## src/rtl/present_core_param.sv

```systemverilog
// present_core_param: iterative PRESENT block cipher, one round per clock, encrypt or decrypt per block
// Ports:
//   clk, reset          rising-edge clock, asynchronous active-high reset
//   in_valid/in_ready   input handshake; in_ready is high only while idle
//   in_decrypt          0 = encrypt, 1 = decrypt, sampled at the handshake
//   in_data, in_key     64-bit block and KEY_WIDTH-bit user key
//   out_valid/out_ready output handshake; out_data held until accepted
//   busy                high while expanding the decrypt key or running rounds
// Optional: define PRESENT_DEC_KEY_CACHE_EN to remember the last K32 so a decrypt
// under the same key skips key expansion.
module present_core_param #(
  parameter int KEY_WIDTH = 80,
  parameter int ROUNDS    = 31
) (
  input  logic                 clk,
  input  logic                 reset,
  input  logic                 in_valid,
  output logic                 in_ready,
  input  logic                 in_decrypt,
  input  logic [63:0]          in_data,
  input  logic [KEY_WIDTH-1:0] in_key,
  output logic                 out_valid,
  input  logic                 out_ready,
  output logic [63:0]          out_data,
  output logic                 busy
);
  typedef enum logic [1:0] {IDLE, KEYEXP, RUN, DONE} fsm_t;
  localparam logic [63:0] SBOX = 64'hC56B90AD3EF84712;
  localparam logic [63:0] SINV = 64'h5EF8C12DB463079A;
  localparam int CPOS = (KEY_WIDTH == 128) ? 62 : 15;
  localparam logic [4:0] RMAX = 5'(ROUNDS);
  if (KEY_WIDTH != 80 && KEY_WIDTH != 128) begin : g_bad_key_width
    $error("present_core_param: KEY_WIDTH must be 80 or 128");
  end
  // Nibble x sits at the top of the table when x == 0.
  function automatic logic [3:0] sb(input logic [3:0] x, input logic inv);
    return 4'((inv ? SINV : SBOX) >> {~x, 2'b00});
  endfunction
  function automatic logic [63:0] slayer(input logic [63:0] x, input logic inv);
    logic [63:0] y;
    y = '0;
    for (int n = 0; n < 16; n++) y[4*n +: 4] = sb(x[4*n +: 4], inv);
    return y;
  endfunction
  // Bit i moves to 16*i mod 63; bit 63 stays put.
  function automatic logic [63:0] player(input logic [63:0] x, input logic inv);
    logic [63:0] y;
    y = '0;
    for (int i = 0; i < 64; i++)
      if (inv) y[i] = x[i == 63 ? 63 : (i * 16) % 63];
      else y[i == 63 ? 63 : (i * 16) % 63] = x[i];
    return y;
  endfunction
  function automatic logic [KEY_WIDTH-1:0] kfwd(input logic [KEY_WIDTH-1:0] k, input logic [4:0] i);
    logic [KEY_WIDTH-1:0] r;
    r = {k[KEY_WIDTH-62:0], k[KEY_WIDTH-1:KEY_WIDTH-61]};
    r[KEY_WIDTH-1 -: 4] = sb(r[KEY_WIDTH-1 -: 4], 1'b0);
    if (KEY_WIDTH == 128) r[KEY_WIDTH-5 -: 4] = sb(r[KEY_WIDTH-5 -: 4], 1'b0);
    r[CPOS +: 5] = r[CPOS +: 5] ^ i;
    return r;
  endfunction
  function automatic logic [KEY_WIDTH-1:0] kinv(input logic [KEY_WIDTH-1:0] k, input logic [4:0] i);
    logic [KEY_WIDTH-1:0] r;
    r = k;
    r[CPOS +: 5] = r[CPOS +: 5] ^ i;
    r[KEY_WIDTH-1 -: 4] = sb(r[KEY_WIDTH-1 -: 4], 1'b1);
    if (KEY_WIDTH == 128) r[KEY_WIDTH-5 -: 4] = sb(r[KEY_WIDTH-5 -: 4], 1'b1);
    return {r[60:0], r[KEY_WIDTH-1:61]};
  endfunction
  fsm_t fsm, nxt;
  logic [63:0] state_reg, rk;
  logic [KEY_WIDTH-1:0] key_reg, kf, load_key;
  logic [4:0] rnd;
  logic dec_reg, hit, last;
  assign rk = key_reg[KEY_WIDTH-1 -: 64];
  assign kf = kfwd(key_reg, rnd);
  assign last = dec_reg ? rnd == 5'd1 : rnd == RMAX;
  assign in_ready = fsm == IDLE;
  assign busy = fsm == KEYEXP || fsm == RUN;
`ifdef PRESENT_DEC_KEY_CACHE_EN
  logic [KEY_WIDTH-1:0] cache_key, cache_k32;
  logic cache_vld;
  assign hit = cache_vld && in_key == cache_key;
  assign load_key = (in_decrypt && hit) ? cache_k32 : in_key;
  // The user key is captured at the handshake, so completion only has to record K32;
  // only a reset can abort in between, and that clears the cache anyway.
  always_ff @(posedge clk or posedge reset)
    if (reset) begin
      cache_key <= '0;
      cache_k32 <= '0;
      cache_vld <= 1'b0;
    end else if (fsm == IDLE && in_valid && !(in_decrypt && hit)) begin
      cache_key <= in_key;
      cache_vld <= 1'b0;
    end else if ((fsm == KEYEXP || (fsm == RUN && !dec_reg)) && rnd == RMAX) begin
      cache_k32 <= kf;
      cache_vld <= 1'b1;
    end
`else
  assign hit = 1'b0;
  assign load_key = in_key;
`endif
  always_ff @(posedge clk or posedge reset)
    if (reset) fsm <= IDLE;
    else fsm <= nxt;
  always_comb begin
    nxt = fsm;
    case (fsm)
      IDLE:    if (in_valid) nxt = (in_decrypt && !hit) ? KEYEXP : RUN;
      KEYEXP:  if (rnd == RMAX) nxt = RUN;
      RUN:     if (last) nxt = DONE;
      DONE:    if (out_valid && out_ready) nxt = IDLE;
      default: nxt = IDLE;
    endcase
  end
  // During decrypt key_reg always holds K(rnd+1), so the top slice is the right round key.
  always_ff @(posedge clk or posedge reset)
    if (reset) begin
      state_reg <= '0;
      key_reg   <= '0;
      rnd       <= '0;
      dec_reg   <= 1'b0;
      out_valid <= 1'b0;
      out_data  <= '0;
    end else begin
      case (fsm)
        IDLE: if (in_valid) begin
          state_reg <= in_data;
          key_reg   <= load_key;
          rnd       <= (in_decrypt && hit) ? RMAX : 5'd1;
          dec_reg   <= in_decrypt;
        end
        KEYEXP: begin
          key_reg <= kf;
          rnd     <= (rnd == RMAX) ? rnd : rnd + 5'd1;
        end
        RUN: begin
          state_reg <= dec_reg ? slayer(player(state_reg ^ rk, 1'b1), 1'b1)
                               : player(slayer(state_reg ^ rk, 1'b0), 1'b0);
          key_reg   <= dec_reg ? kinv(key_reg, rnd) : kf;
          rnd       <= last ? rnd : dec_reg ? rnd - 5'd1 : rnd + 5'd1;
        end
        DONE: if (!out_valid) begin
          out_valid <= 1'b1;
          out_data  <= state_reg ^ rk;
        end else if (out_ready) out_valid <= 1'b0;
        default: ;
      endcase
    end
endmodule
```

## config.mk

```make
export PLATFORM = sky130hd
export DESIGN_NAME = present_core_param
export DESIGN_NICKNAME = d
export VERILOG_FILES = /design/src/rtl/present_core_param.sv
export SDC_FILE = /design/constraint.sdc
export NUM_CORES = 1
export LEC_CHECK = 0
export BUFFER_PORTS_ARGS = -buffer_cell sky130_fd_sc_hd__buf_2
export CAP_MARGIN = 5
export CORE_ASPECT_RATIO = 1.2
export CORE_MARGIN = 4
export CORE_UTILIZATION = 51
export CTS_CLUSTER_SIZE = 16
export DETAILED_ROUTE_END_ITERATION = 8
export PLACE_DENSITY = 0.69
export SLEW_MARGIN = 20
export SYNTH_ARGS = -nofsm -noshare
export SYNTH_HDL_FRONTEND = slang
export SYNTH_SLANG_ARGS = --single-unit
```

## constraint.sdc

```tcl
create_clock -name clk -period 17.3 [get_ports clk]
set_clock_uncertainty 0.2 [all_clocks]
set_input_delay 2.595 -clock clk [delete_from_list [all_inputs] [get_ports clk]]
set_output_delay 2.595 -clock clk [all_outputs]
set_load 0.05 [all_outputs]
```

### Yosys cells after proc, flatten, opt, wreduce, memory -nomap -nowiden

Cells that the tools add are included.

* add/sub/neg operators: 2
* equality and inequality tests: 11
* shift-type cells: 34
* multiplexer cells: 84
* bitwise logic cells: 38
* reductions and logical operators: 11

Operators with widths (number)
* $shr 64x6->4 const A: 17
* $shr 63x6->4 const A: 17
* $pmux 80 s3: 1
* $mux 80: 2
* $not 4->4: 34
* $mux 64: 2
* $pmux 64 s2: 1
* $mux 1: 67
* $xor 64x64->64: 1
* $mux 5: 4
* $pmux 5 s3: 1
* $mux 2: 5
* $ne 2x2->1 const B: 5
* $xor 5x5->5: 2
* $pmux 2 s4: 1
* $reduce_and 2->1: 4
* $reduce_and 4->1: 2
* $add 5x1->5 const B: 1
* $eq 5x1->1 const B: 1
* $eq 5x5->1 const B: 1
* $sub 5x1->5 const B: 1
* $eq 2x2->1 const B: 2
* $reduce_bool 3->1: 1
* $eq 2x1->1 const B: 1
* 6 further kinds: 6

* register bits after elaboration: 217
* bits of input ports: 149
* output and inout port bits: 67
* logic and storage cells: 187

### Depth between registers and ports, before layout

* word-level depth: 6
* gate-level depth with buffers: 9
* gate-level depth less buffers: 8

### Worst setup path after synthesis

No wires, ideal clock.

* kind: in2reg
* start: in in_valid
* end: reg key_reg[15]
* library setup time: 0.136 ns
* arrival time: 3.693 ns
* data required time: 16.964 ns
* setup slack: 13.271 ns
* stages on the path: 6
* path buffers: 3
* cell sequence: nand2b_1 > nand2b_1 > buf_2 > clkbuf_1 > clkbuf_1 > o21ai_0

* cells in the longest elaborated chain, start to end: 2

Ends and longest elaborated chain
* start, declared: line 17 `input logic in_valid,`
* $ne 2x2->1 (no line)
* $reduce_and 2->1 (no line)
* end signal, assigned: line 129 `key_reg <= load_key;`
* end signal, assigned: line 134 `key_reg <= kf;`
* end signal, assigned: line 140 `key_reg <= dec_reg ? kinv(key_reg, rnd) : kf;`
* end, declared: line 72 `logic [KEY_WIDTH-1:0] key_reg, kf, load_key;`

No other way between the ends.
A chain may end at the register's enable or synchronous reset.

### Worst setup path after layout

* start: in in_valid
* end: reg state_reg[61]

* cells in the longest elaborated chain, start to end: 2

Ends and longest elaborated chain
* $ne 2x2->1 (no line)
* $reduce_and 2->1 (no line)
* end signal, assigned: line 128 `state_reg <= in_data;`
* end signal, assigned: line 138 `state_reg <= dec_reg ? slayer(player(state_reg ^ rk, 1'b1), 1'b1)`
* end, declared: line 71 `logic [63:0] state_reg, rk;`

No other way between the ends.

==> summary.md <==
| Metric | Value |
|---|---|
| Clock Sink Count | 217 |
| Synth async-reset ratio | 1.00 |
| Post-CTS setup buffer count | 0 |
| Count of filler cells inserted in the layout | 2,883 |
| Top cells by area, synth | dfrtp_1 (33%), ha_1 (6.7%), nand2_1 (5.4%) |
| Die W | 171 um |
| Max Fanout on Critical Path | 46 |
| WL per Instance | roughly 24 um |
| Clock transition at the registers of the reported paths | ~0.060 ns |
| Flops & latches, synth | between 200 and 250 |
| Top-level I/O count | 216 |
| Final worst path period share | 0.274 |
| Warnings, synthesis | 0 |
| Hold Path Depth | 2 |
| Total Neg Setup Slack | 0 ns |
| Final Max Slew Viols | 0 |
| Reg2reg path depth | 10 |
| Die span in y | roughly 200 um |
| Type of destination of the critical path | flop |
| Initial Util | 0.519 |
| Netlist cell types | 76 |
| PostCTS Resize Cnt | 0 |
| Gr ovfl total | 0 |
| Worst slew pin tran | 1.07 ns |
| Syn avg cell area | just under 9 um^2 |
| Fin crit period | 4.73 ns |
| Final nets | between 2,000 and 2,500 |
| Worst Path Required | 17.58 ns |
| IO buf count | 215 |
| Syn_nets | 2,091 |
| CP startpoint kind | primary input |
| Setup repair after global routing missed its margin | no |
| Worst endpoint data arrival time | 5.01 ns |
| Global-route wire length before repair | 86.8 mm |
| Cell taking the most area after synthesis | dfrtp_1 |
| Max cap viols | 0 |
| Hold EP | out_data[19]$_DFFE_PP0P_ |
| Layout cells sized above 1 | 0.207 |
| Max reg flops | 80 |
| CTS Buf Count | 25 |
| Hold WC Path Type | reg2reg |
| Largest net degree at the start of global routing | 124 |
| Area Overhead vs Synth | 13.3% |
| Hold Fails Final Rpt | 0 |
| # DRC | 0 |
| DIE AREA | about 0.035 mm^2 |
| Vias per std cell | 6.40 |
| R2R Setup Slk | 13.33 ns |
| CTS max path bufs | 3 |
| Via count | 15,400 |
| Most common cell after layout, fill and taps aside | nand2_1 |
| # setup viols final | 0 |
| CTS tree | built |
| Status | finished clean |
| Antenna violations before repair | 1 |
| GPL Wtd Cong | 0.955 |
| Diodes inserted | 0 |
| Top-area cell type share of the netlist area | 0.333 |
| Predominant post-synthesis flop cell | dfrtp_1 |
| EDFF count, synth | 0 |
| Fmax | 211 MHz |
| RR Endpoint | state_reg[31]$_DFFE_PP0P_ |
| Post-DRT Antenna Nets | 0 |
| Clk root buf | clkbuf_16 |
| Cell count after synthesis | 1,854 |
| Area of the mapped netlist | approximately 0.016 mm^2 |
| Max-slew headroom | 0.285 |
| Total track usage | 0.321 |
| Reg2reg start | fsm[0]$_DFFE_PP0P_ |
| Seq/Total Area, Yosys | 0.333 |
| Clk Latency, worst-skew pair | 0.56 ns |
| Most frequent cells in the layout | nand2_1 (234), dfrtp_1 (216), buf_2 (215), nor2_1 (142), o21ai_0 (127) |
| Routed wire length | between 50 and 60 mm |
| Core area | around 0.031 mm^2 |
| Hpwl dp | around 42 mm |
| Initial DRT Pass Iterations | 6 |
| DRT iter0 DRCs | 1,647 |
| Row Count | 71 |
| Hold-fix buffers, CTS | 0 |
| Crit path kind | in2reg |
| Vias in the first global route | 14,400 |
| Htree depth | 1 |
| Worst Hold Launch | out_data[19]$_DFFE_PP0P_ |
-- synth_stat cells, types with 11 or more instances --
library cell / n
a21oi_1: 101
dfrtp_1: 217
mux2i_1: 29
inv_1: 46
o21ai_0: 127
o21ai_1: 40
xnor2_2: 27
nor3_1: 33
nand3_1: 52
a221oi_1: 85
o31ai_1: 88
a31oi_1: 23
or3_1: 14
xnor2_1: 76
nand2_1: 234
inv_2: 28
buf_2: 27
ha_1: 88
mux4_2: 31
and3_1: 31
xor2_1: 28
o22ai_1: 11
o211ai_1: 21
clkbuf_1: 103
nor2_1: 143
a211oi_1: 22
-- worst max-delay path, stage by stage --
cell and delay [ns]:
buf_2 0.13, nand2_1 0.38, a21boi_4 0.28, buf_4 0.34, nor2_1 0.69, buf_4 0.29, o21ai_0 0.11, o21ai_1 0.17
-- how the worst max path moves through the flow --
stage	start	to
final	in_valid	state_reg[61]$_DFFE_PP0P_
after global routing	in_valid	state_reg[61]$_DFFE_PP0P_
after CTS	in_valid	state_reg[46]$_DFFE_PP0P_
after detailed placement	in_valid	state_reg[46]$_DFFE_PP0P_
after global placement	in_valid	state_reg[46]$_DFFE_PP0P_
after floorplan	reset	dec_reg$_DFFE_PP0P_
-- cell families (layout without fill, tap and decap cells) --
kind of cell	count (synthesis)	after routing	synth area share
AOI/OAI and AO/OA	592	592	0.241
xor gates and xnor gates	145	145	0.100
adders and majority gates	88	88	0.0674
buffers and inverters	216	369	0.0528
DFF	217	217	0.333
muxes	70	70	0.0674
and+or+nand+nor	526	526	0.138
-- per-layer routing --
metal / GRT usage / routed length, um
met1: 0.432 / 23000
met2: 0.501 / 26200
met3: 0.0652 / 5660
met4: 0.144 / 3070
met5: 0 / 14
-- final cells by class --
type | instances | area (um^2) | share of cell area
clock buffers | 29 | 671 | 0.0363
clock inverters | 17 | 191 | 0.0104
inverters | 78 | 305 | 0.0165
multi-input cells | 1421 | 10100 | 0.545
flip-flops and latches | 217 | 5430 | 0.294
well taps | 401 | 502 | 0.0271
repair buffers | 245 | 1310 | 0.0706
-- stage by stage --
step	instances	hold slack [ns]	instance area (um^2)	utilization	worst slack (ns)
3_3_place_gp	2362	0.256	17600	0.560	12.17
6_report	2408	0.269	18500	0.588	12.57
3_5_place_dp	2362	0.265	17600	0.560	12.02
4_1_cts	2408	0.279	18500	0.588	12.66
5_1_grt	2408	0.294	18500	0.588	12.46
2_1_floorplan	1854	0.269	16300	-	8.57
Power is not shown: default switching activity piles up to over one toggle a cycle in this logic, so the estimate is an artifact.
